--- config.mk ---
export PLATFORM = sky130hd
export DESIGN_NAME = btb_port_ctrl
export DESIGN_NICKNAME = d
export VERILOG_FILES = /design/src/rtl/btb_port_ctrl.sv
export SDC_FILE = /design/constraint.sdc
export NUM_CORES = 1
export LEC_CHECK = 0
export CORE_ASPECT_RATIO = 1.25
export CORE_UTILIZATION = 30
export DETAILED_ROUTE_END_ITERATION = 12
export DONT_BUFFER_PORTS = 1
export PLACE_DENSITY = 0.45
export RECOVER_POWER = 25
export SETUP_SLACK_MARGIN = 0.15
export SYNTH_ARGS = -nofsm -noshare
export SYNTH_HDL_FRONTEND = slang
export SYNTH_SLANG_ARGS = --single-unit
--- constraint.sdc ---
create_clock -name clk -period 5 [get_ports clk]
set_clock_uncertainty 0.05 [all_clocks]
set_input_delay 0.75 -clock clk [delete_from_list [all_inputs] [get_ports clk]]
set_output_delay 0.75 -clock clk [all_outputs]
set_load 0.005 [all_outputs]
--- src/rtl/btb_port_ctrl.sv ---
// rtl/btb_port_ctrl.sv - single-port BTB RAM arbiter between IF lookups, EX updates and invalidation sweep
// Updates are buffered in a 2-deep FIFO and only steal a RAM cycle from IF when the FIFO is full or IF is idle.
module btb_port_ctrl #(
  parameter  int SIZE  = 1024,
  localparam int INDEX = $clog2(SIZE),
  localparam int TAG   = 30 - INDEX,
  localparam int W     = TAG + 34
) (
  input  logic             clk,
  input  logic             rst,
  input  logic             flush_req,
  input  logic             lookup_req,
  input  logic [INDEX-1:0] lookup_idx,
  output logic             lookup_gnt,
  input  logic             upd_valid,
  input  logic [INDEX-1:0] upd_idx,
  input  logic [TAG-1:0]   upd_tag,
  input  logic             upd_jump,
  input  logic [31:0]      upd_target,
  output logic             upd_ready,
  output logic             mem_en,
  output logic             mem_we,
  output logic [INDEX-1:0] mem_addr,
  output logic [W-1:0]     mem_wdata,
  output logic             busy
);

  typedef enum logic {SWEEP, IDLE} state_t;

  state_t           state;
  logic [INDEX-1:0] sweep_addr;

  logic [INDEX-1:0] q_idx    [2];
  logic [TAG-1:0]   q_tag    [2];
  logic             q_jump   [2];
  logic [31:0]      q_target [2];
  logic             rd_ptr;
  logic             wr_ptr;
  logic [1:0]       count;

  logic             full;
  logic             push;
  logic             pop;

  always_comb begin
    full       = (count == 2'd2);
    upd_ready  = (state == IDLE) && !full && !flush_req;
    push       = upd_valid && upd_ready;
    pop        = 1'b0;
    lookup_gnt = 1'b0;
    mem_en     = 1'b0;
    mem_we     = 1'b0;
    mem_addr   = '0;
    mem_wdata  = '0;
    busy       = 1'b0;
    if (state == SWEEP) begin
      busy     = 1'b1;
      mem_en   = 1'b1;
      mem_we   = 1'b1;
      mem_addr = sweep_addr;
    end else if (full || (!lookup_req && count != 2'd0)) begin
      // a full FIFO must drain before IF may read again
      pop       = 1'b1;
      mem_en    = 1'b1;
      mem_we    = 1'b1;
      mem_addr  = q_idx[rd_ptr];
      mem_wdata = {1'b1, q_jump[rd_ptr], q_tag[rd_ptr], q_target[rd_ptr]};
    end else if (lookup_req) begin
      lookup_gnt = 1'b1;
      mem_en     = 1'b1;
      mem_addr   = lookup_idx;
    end
  end

  always_ff @(posedge clk or posedge rst) begin
    if (rst) begin
      state      <= SWEEP;
      sweep_addr <= '0;
      rd_ptr     <= 1'b0;
      wr_ptr     <= 1'b0;
      count      <= 2'd0;
    end else begin
      case (state)
        SWEEP: begin
          sweep_addr <= sweep_addr + 1'b1;
          if (sweep_addr == '1) begin
            state      <= IDLE;
            sweep_addr <= '0;
          end
        end
        IDLE: begin
          if (flush_req) begin
            state      <= SWEEP;
            sweep_addr <= '0;
            rd_ptr     <= 1'b0;
            wr_ptr     <= 1'b0;
            count      <= 2'd0;
          end else begin
            if (push) wr_ptr <= ~wr_ptr;
            if (pop)  rd_ptr <= ~rd_ptr;
            count <= count + 2'(push) - 2'(pop);
          end
        end
      endcase
    end
  end

  always_ff @(posedge clk) begin
    if (push) begin
      q_idx[wr_ptr]    <= upd_idx;
      q_tag[wr_ptr]    <= upd_tag;
      q_jump[wr_ptr]   <= upd_jump;
      q_target[wr_ptr] <= upd_target;
    end
  end

endmodule

# After elaboration in Yosys (flattened, before gate mapping)
# Memory sizes are Yosys's and may differ from the RTL's.
# Index checks and enable logic that the tools add are counted.
totals:
  register_bits: 15
  mem_bits_rw: 126
  elab_cells: 58
  memories: 4
mem_list:
  columns: ["name", "words", "width", "read_ports", "rd_clocked_by_memory_dff", "wr", "line", "text"]
  rows:
  - ["q_target", 2, 32, 1, 0, 1, "36", "logic [31:0] q_target [2];"]
  - ["q_tag", 2, 20, 1, 0, 1, "34", "logic [TAG-1:0] q_tag [2];"]
  - ["q_idx", 2, 10, 1, 0, 1, "33", "logic [INDEX-1:0] q_idx [2];"]
  - ["q_jump", 2, 1, 1, 0, 1, "35", "logic q_jump [2];"]
op_classes:
  n_addsub: 3
  n_eq_ne: 3
  muxes: 27
  bitwise: 3
  reduce_logical: 13
ops:
  columns: ["cell", "count"]
  rows:
  - ["$mux W54", 2]
  - ["$mux W10", 5]
  - ["$pmux W10 S2", 1]
  - ["$mux W1", 17]
  - ["$add A10 B1 Y10 const B", 1]
  - ["$eq A10 B10 Y1 const B", 1]
  - ["$reduce_bool A2 Y1", 3]
  - ["$logic_and A1 B1 Y1", 4]
  - ["$reduce_and A2 Y1", 2]
  - ["$logic_not A1 Y1", 3]
  - ["$not A1 Y1", 3]
  - ["$add A2 B1 Y2", 1]
  - ["$eq A2 B2 Y1 const B", 1]
  - ["$mux W2", 1]
  - ["$ne A2 B2 Y1 const B", 1]
  - ["$pmux W1 S2", 1]
  - ["$sub A2 B1 Y2", 1]
  - ["$logic_or A1 B1 Y1", 1]

# Longest topological paths before layout
logic_depth:
  ltp_word: 8
  mapped_depth: 12
  mapped_depth_nobuf: 11

# Worst setup path before layout
# OpenSTA, ideal clock, no wires.
synth_path:
  path_kind: "input port to flip-flop"
  start: "in flush_req"
  end: "mem q_idx[0][0] (netlist bit) (enable)"
  setup_time_ns: 0.484
  arrival_time_ns: 4.031
  path_slack_ns: 0.435
  cell_stages: 5
  path_buffers: 1
  path_cell_list: "buf_4 -> nand2b_1 -> a21oi_1 -> nand2_1 -> nor2_1"
synth_via:
  elab_chain_len: 5
synth_lines:
  columns: ["element", "line", "text"]
  rows:
  - ["from (decl)", "11", "input logic flush_req,"]
  - ["$logic_not A1 Y1", "47", "upd_ready = (state == IDLE) && !full && !flush_req;"]
  - ["$logic_and A1 B1 Y1", "47", null]
  - ["via upd_ready", "20", "output logic upd_ready,"]
  - ["$logic_and A1 B1 Y1", "48", "push = upd_valid && upd_ready;"]
  - ["$mux W1", "109", "if (push) begin"]
  - ["$mux W1 (not written as such)", "110", "q_idx[wr_ptr] <= upd_idx;"]
  - ["to (decl)", "33", null]
# The timed path passes the listed nets, and every way through them passes these cells.

# Final worst setup path
layout_path:
  start: "reg rd_ptr"
  end: "out mem_addr[4]"
layout_via:
  elab_chain_len: 3
layout_lines:
  columns: ["element", "line", "text"]
  rows:
  - ["from (decl)", "37", "logic rd_ptr;"]
  - ["from (signal assigned)", "100", "if (pop) rd_ptr <= ~rd_ptr;"]
  - ["$mem_v2 Z2 W10", null, null]
  - ["$mux W10", "61", "end else if (full || (!lookup_req && count != 2'd0)) begin"]
  - ["$mux W10", "56", "if (state == SWEEP) begin"]
  - ["to (decl)", "23", "output logic [INDEX-1:0] mem_addr,"]
# No other way between the ends.

==> flow_summary.json <==
{
  "end_kind": "output pin",
  "start_util_pct": 30.7,
  "slew_violations": 0,
  "num-fill-cells": 1862,
  "core-area_um2": 18800,
  "post-route-period-util_pct": 65.0,
  "grt_start_max_net_pins": 65,
  "ys_top_cells_by_area": "edfxtp_1, mux2i_1, dfrtp_1",
  "totalNegativeSetupSlack_ns": 0,
  "r2r-start": "state",
  "num-nets-final": 467,
  "diodes": 0,
  "r2r_cells": 6,
  "dp_hpwl_um": 7430,
  "ys_warn_count": 0,
  "use_met2_pct": 19.2,
  "groute.usage.overall_pct": 12.0,
  "grt_pass1_wl_um": 17400,
  "cts_root_buf": "clkbuf_16",
  "synth_nets": 464,
  "startpoint_type": "register",
  "r2r_slack_ns": 2.34,
  "crit_path_start": "rd_ptr",
  "drt_iter0_markers": 147,
  "synthFlopType": "edfxtp_1",
  "status": "finished, final reports clean",
  "netlist.area_leader.share_pct": 65.7,
  "use_met1_pct": 13.8,
  "grt_use_met3_pct": 5.20,
  "critPathSlowestCell": "dfrtp_4",
  "crit_end": "mem_addr[4]",
  "drc": 0,
  "synth_cell_types": 42,
  "yosysSeqAreaShare_pct": 72.2,
  "worstMarginPinSlew_ns": 1.12,
  "clkTransAtPathRegs_ns": 0.06,
  "timing.hold.ws_ns": 0.255,
  "pin_count": 147,
  "rsz0062_at_grt": "no",
  "post-place-ws_ns": 2.08,
  "cts-htree-levels": 4,
  "async_reset_ff_share_pct": 10.6,
  "cap_violations": 0,
  "drt-pass1-iter-count": 5,
  "dr_total_vias": 3110,
  "crit_cells": 3,
  "synth_top_area_cell": "edfxtp_1",
  "cts_setup_buffers": 0,
  "gp_congestion": 0.747,
  "power_mw": 2.96,
  "synth_cells": 383,
  "wl_um": 11700,
  "worst_path_largest_cell_delay_ns": 1.15,
  "maxSlewHeadroom_pct": 25.5,
  "cts_tree": "yes",
  "die_area_um2": 19800,
  "cts_hold_buf": 0,
  "yosys_register_bits": 141,
  "fp.dieH_um": 157,
  "p_per_area_nw_per_um2": 454,
  "p_leak_nw": 2.16,
  "io_buffers": 0,
  "num_rows": 56,
  "path_buf_inv": 0,
  "grt_overflow": 0,
  "synth_enable_flop_cells": 126,
  "cts_resized": 0,
  "synth_area_per_cell_um2": 15.0,
  "path_delay_family": "flip-flops",
  "crit_chain": "mux2_2 -> a221oi_1 -> nor2_1",
  "design_area_um2": 6530,
  "cts.path.max_buffers": 2,
  "fin_crit_ns": 3.25,
  "syn-cell-area_um2": 5760,
  "worstPathRequired_ns": 4.20,
  "drive_above_1_share_pct": 13.1,
  "clkLatencyLatePin_ns": 0.41,
  "setup_viol": 0,
  "area_delta_synth_final_pct": 13.3,
  "crit_fanout": 64,
  "hold_class": "in -> async",
  "place_area_um2": 5970,
  "antenna_found_initial": 0,
  "hold_viol_final": 0,
  "avgViaCountPerCell": 4.94,
  "reg2reg_to": "q_target[0][22]",
  "max_freq_mhz": 308,
  "fin_ws_ns": 1.75,
  "grt_pass1_vias": 3056,
  "ir_worst_vdd_mv": 0.196,
  "top_usage_layer": "met2",
  "crit_type": "reg -> out",
  "die_x_um": 126,
  "post_drt_wl_per_cell_um": 18.6,
  "cts_buffers": 17,
  "arrival_ns": 2.45,
  "cts_sinks": 141,
  "antenna_left": 0
}
## worst min-delay path by stage
| stage | endpoint | startpoint |
|---|---|---|
| final | wr_ptr | rst |
| after global routing | wr_ptr | rst |
| after CTS | wr_ptr | rst |
| after detailed placement | count[1] | count[1] |
| after global placement | count[1] | count[1] |
| after floorplan | wr_ptr | wr_ptr |
## where the power goes
| part | switching (mW) | internal (mW) | total, mW |
|---|---|---|---|
| Sequential | 0.129 | 1.34 | 1.47 |
| Combinational | 0.137 | 0.164 | 0.301 |
| Clock | 0.465 | 0.725 | 1.19 |
| Total | 0.731 | 2.23 | 2.96 |
## flip-flops by register name (all words and copies together) (netlist names)
register / cells
count: 2
q_idx: 20
q_jump: 2
q_tag: 40
q_target: 64
rd_ptr: 1
state: 1
sweep_addr: 10
wr_ptr: 1
## stage by stage
stage	instances	util [%]
after floorplan	383	-
after global placement	599	31.8
after detailed placement	599	31.8
after CTS	630	34.7
after global routing	630	34.7
final	630	34.7
## layout by cell type (no fill, tap or decap), types with 4 or more instances in the layout
master     instances
mux2_2            10
a22o_1             4
buf_4              5
a221oi_1           9
o21ai_0           10
clkbuf_16         17
dfrtp_1           14
mux2i_1           54
clkinv_2           4
inv_1              6
edfxtp_1         126
nand2_1           13
a21oi_1            4
nor2_1            71
## final cells by class
cell class | count | area, um^2 | area share, %
repair buffers | 5 | 37.5 | 0.575
inverters | 6 | 22.5 | 0.345
clock buffers | 18 | 429 | 6.58
multi-input cells | 215 | 1460 | 22.3
well taps | 232 | 290 | 4.45
clock inverters | 13 | 125 | 1.92
flip-flops and latches | 141 | 4160 | 63.8
## cell families (layout without fill, tap and decap cells)
logic type	after synthesis	count (layout)	share of synthesized area, %
AOI/OAI and AO/OA	39	39	4.85
xor gates and xnor gates	2	2	0.304
adders and majority gates	3	3	0.652
buffers and inverters	27	42	2.63
DFF	141	141	72.2
muxes	64	64	11.3
and+or+nand+nor	107	107	7.98
## Yosys cell counts (2+ instances only)
| cell | count |
|---|---|
| a21oi_1 | 4 |
| a221oi_1 | 9 |
| a22o_1 | 4 |
| a31oi_1 | 3 |
| and3_1 | 3 |
| buf_2 | 13 |
| buf_4 | 4 |
| clkbuf_1 | 2 |
| dfrtp_1 | 15 |
| edfxtp_1 | 126 |
| ha_1 | 3 |
| inv_1 | 6 |
| mux2_2 | 10 |
| mux2i_1 | 54 |
| nand2_1 | 14 |
| nand2b_1 | 2 |
| nand3_1 | 3 |
| nand4_1 | 3 |
| nor2_1 | 72 |
| o21ai_0 | 10 |
| xor2_1 | 2 |
## layer usage
metal | wire length, um | up-vias
met5 | 0 | -
met4 | 198 | 0
met3 | 1050 | 14
met2 | 5680 | 137
met1 | 4800 | 1524
li1 | - | 1435
(Power assumes the default switching activity.)
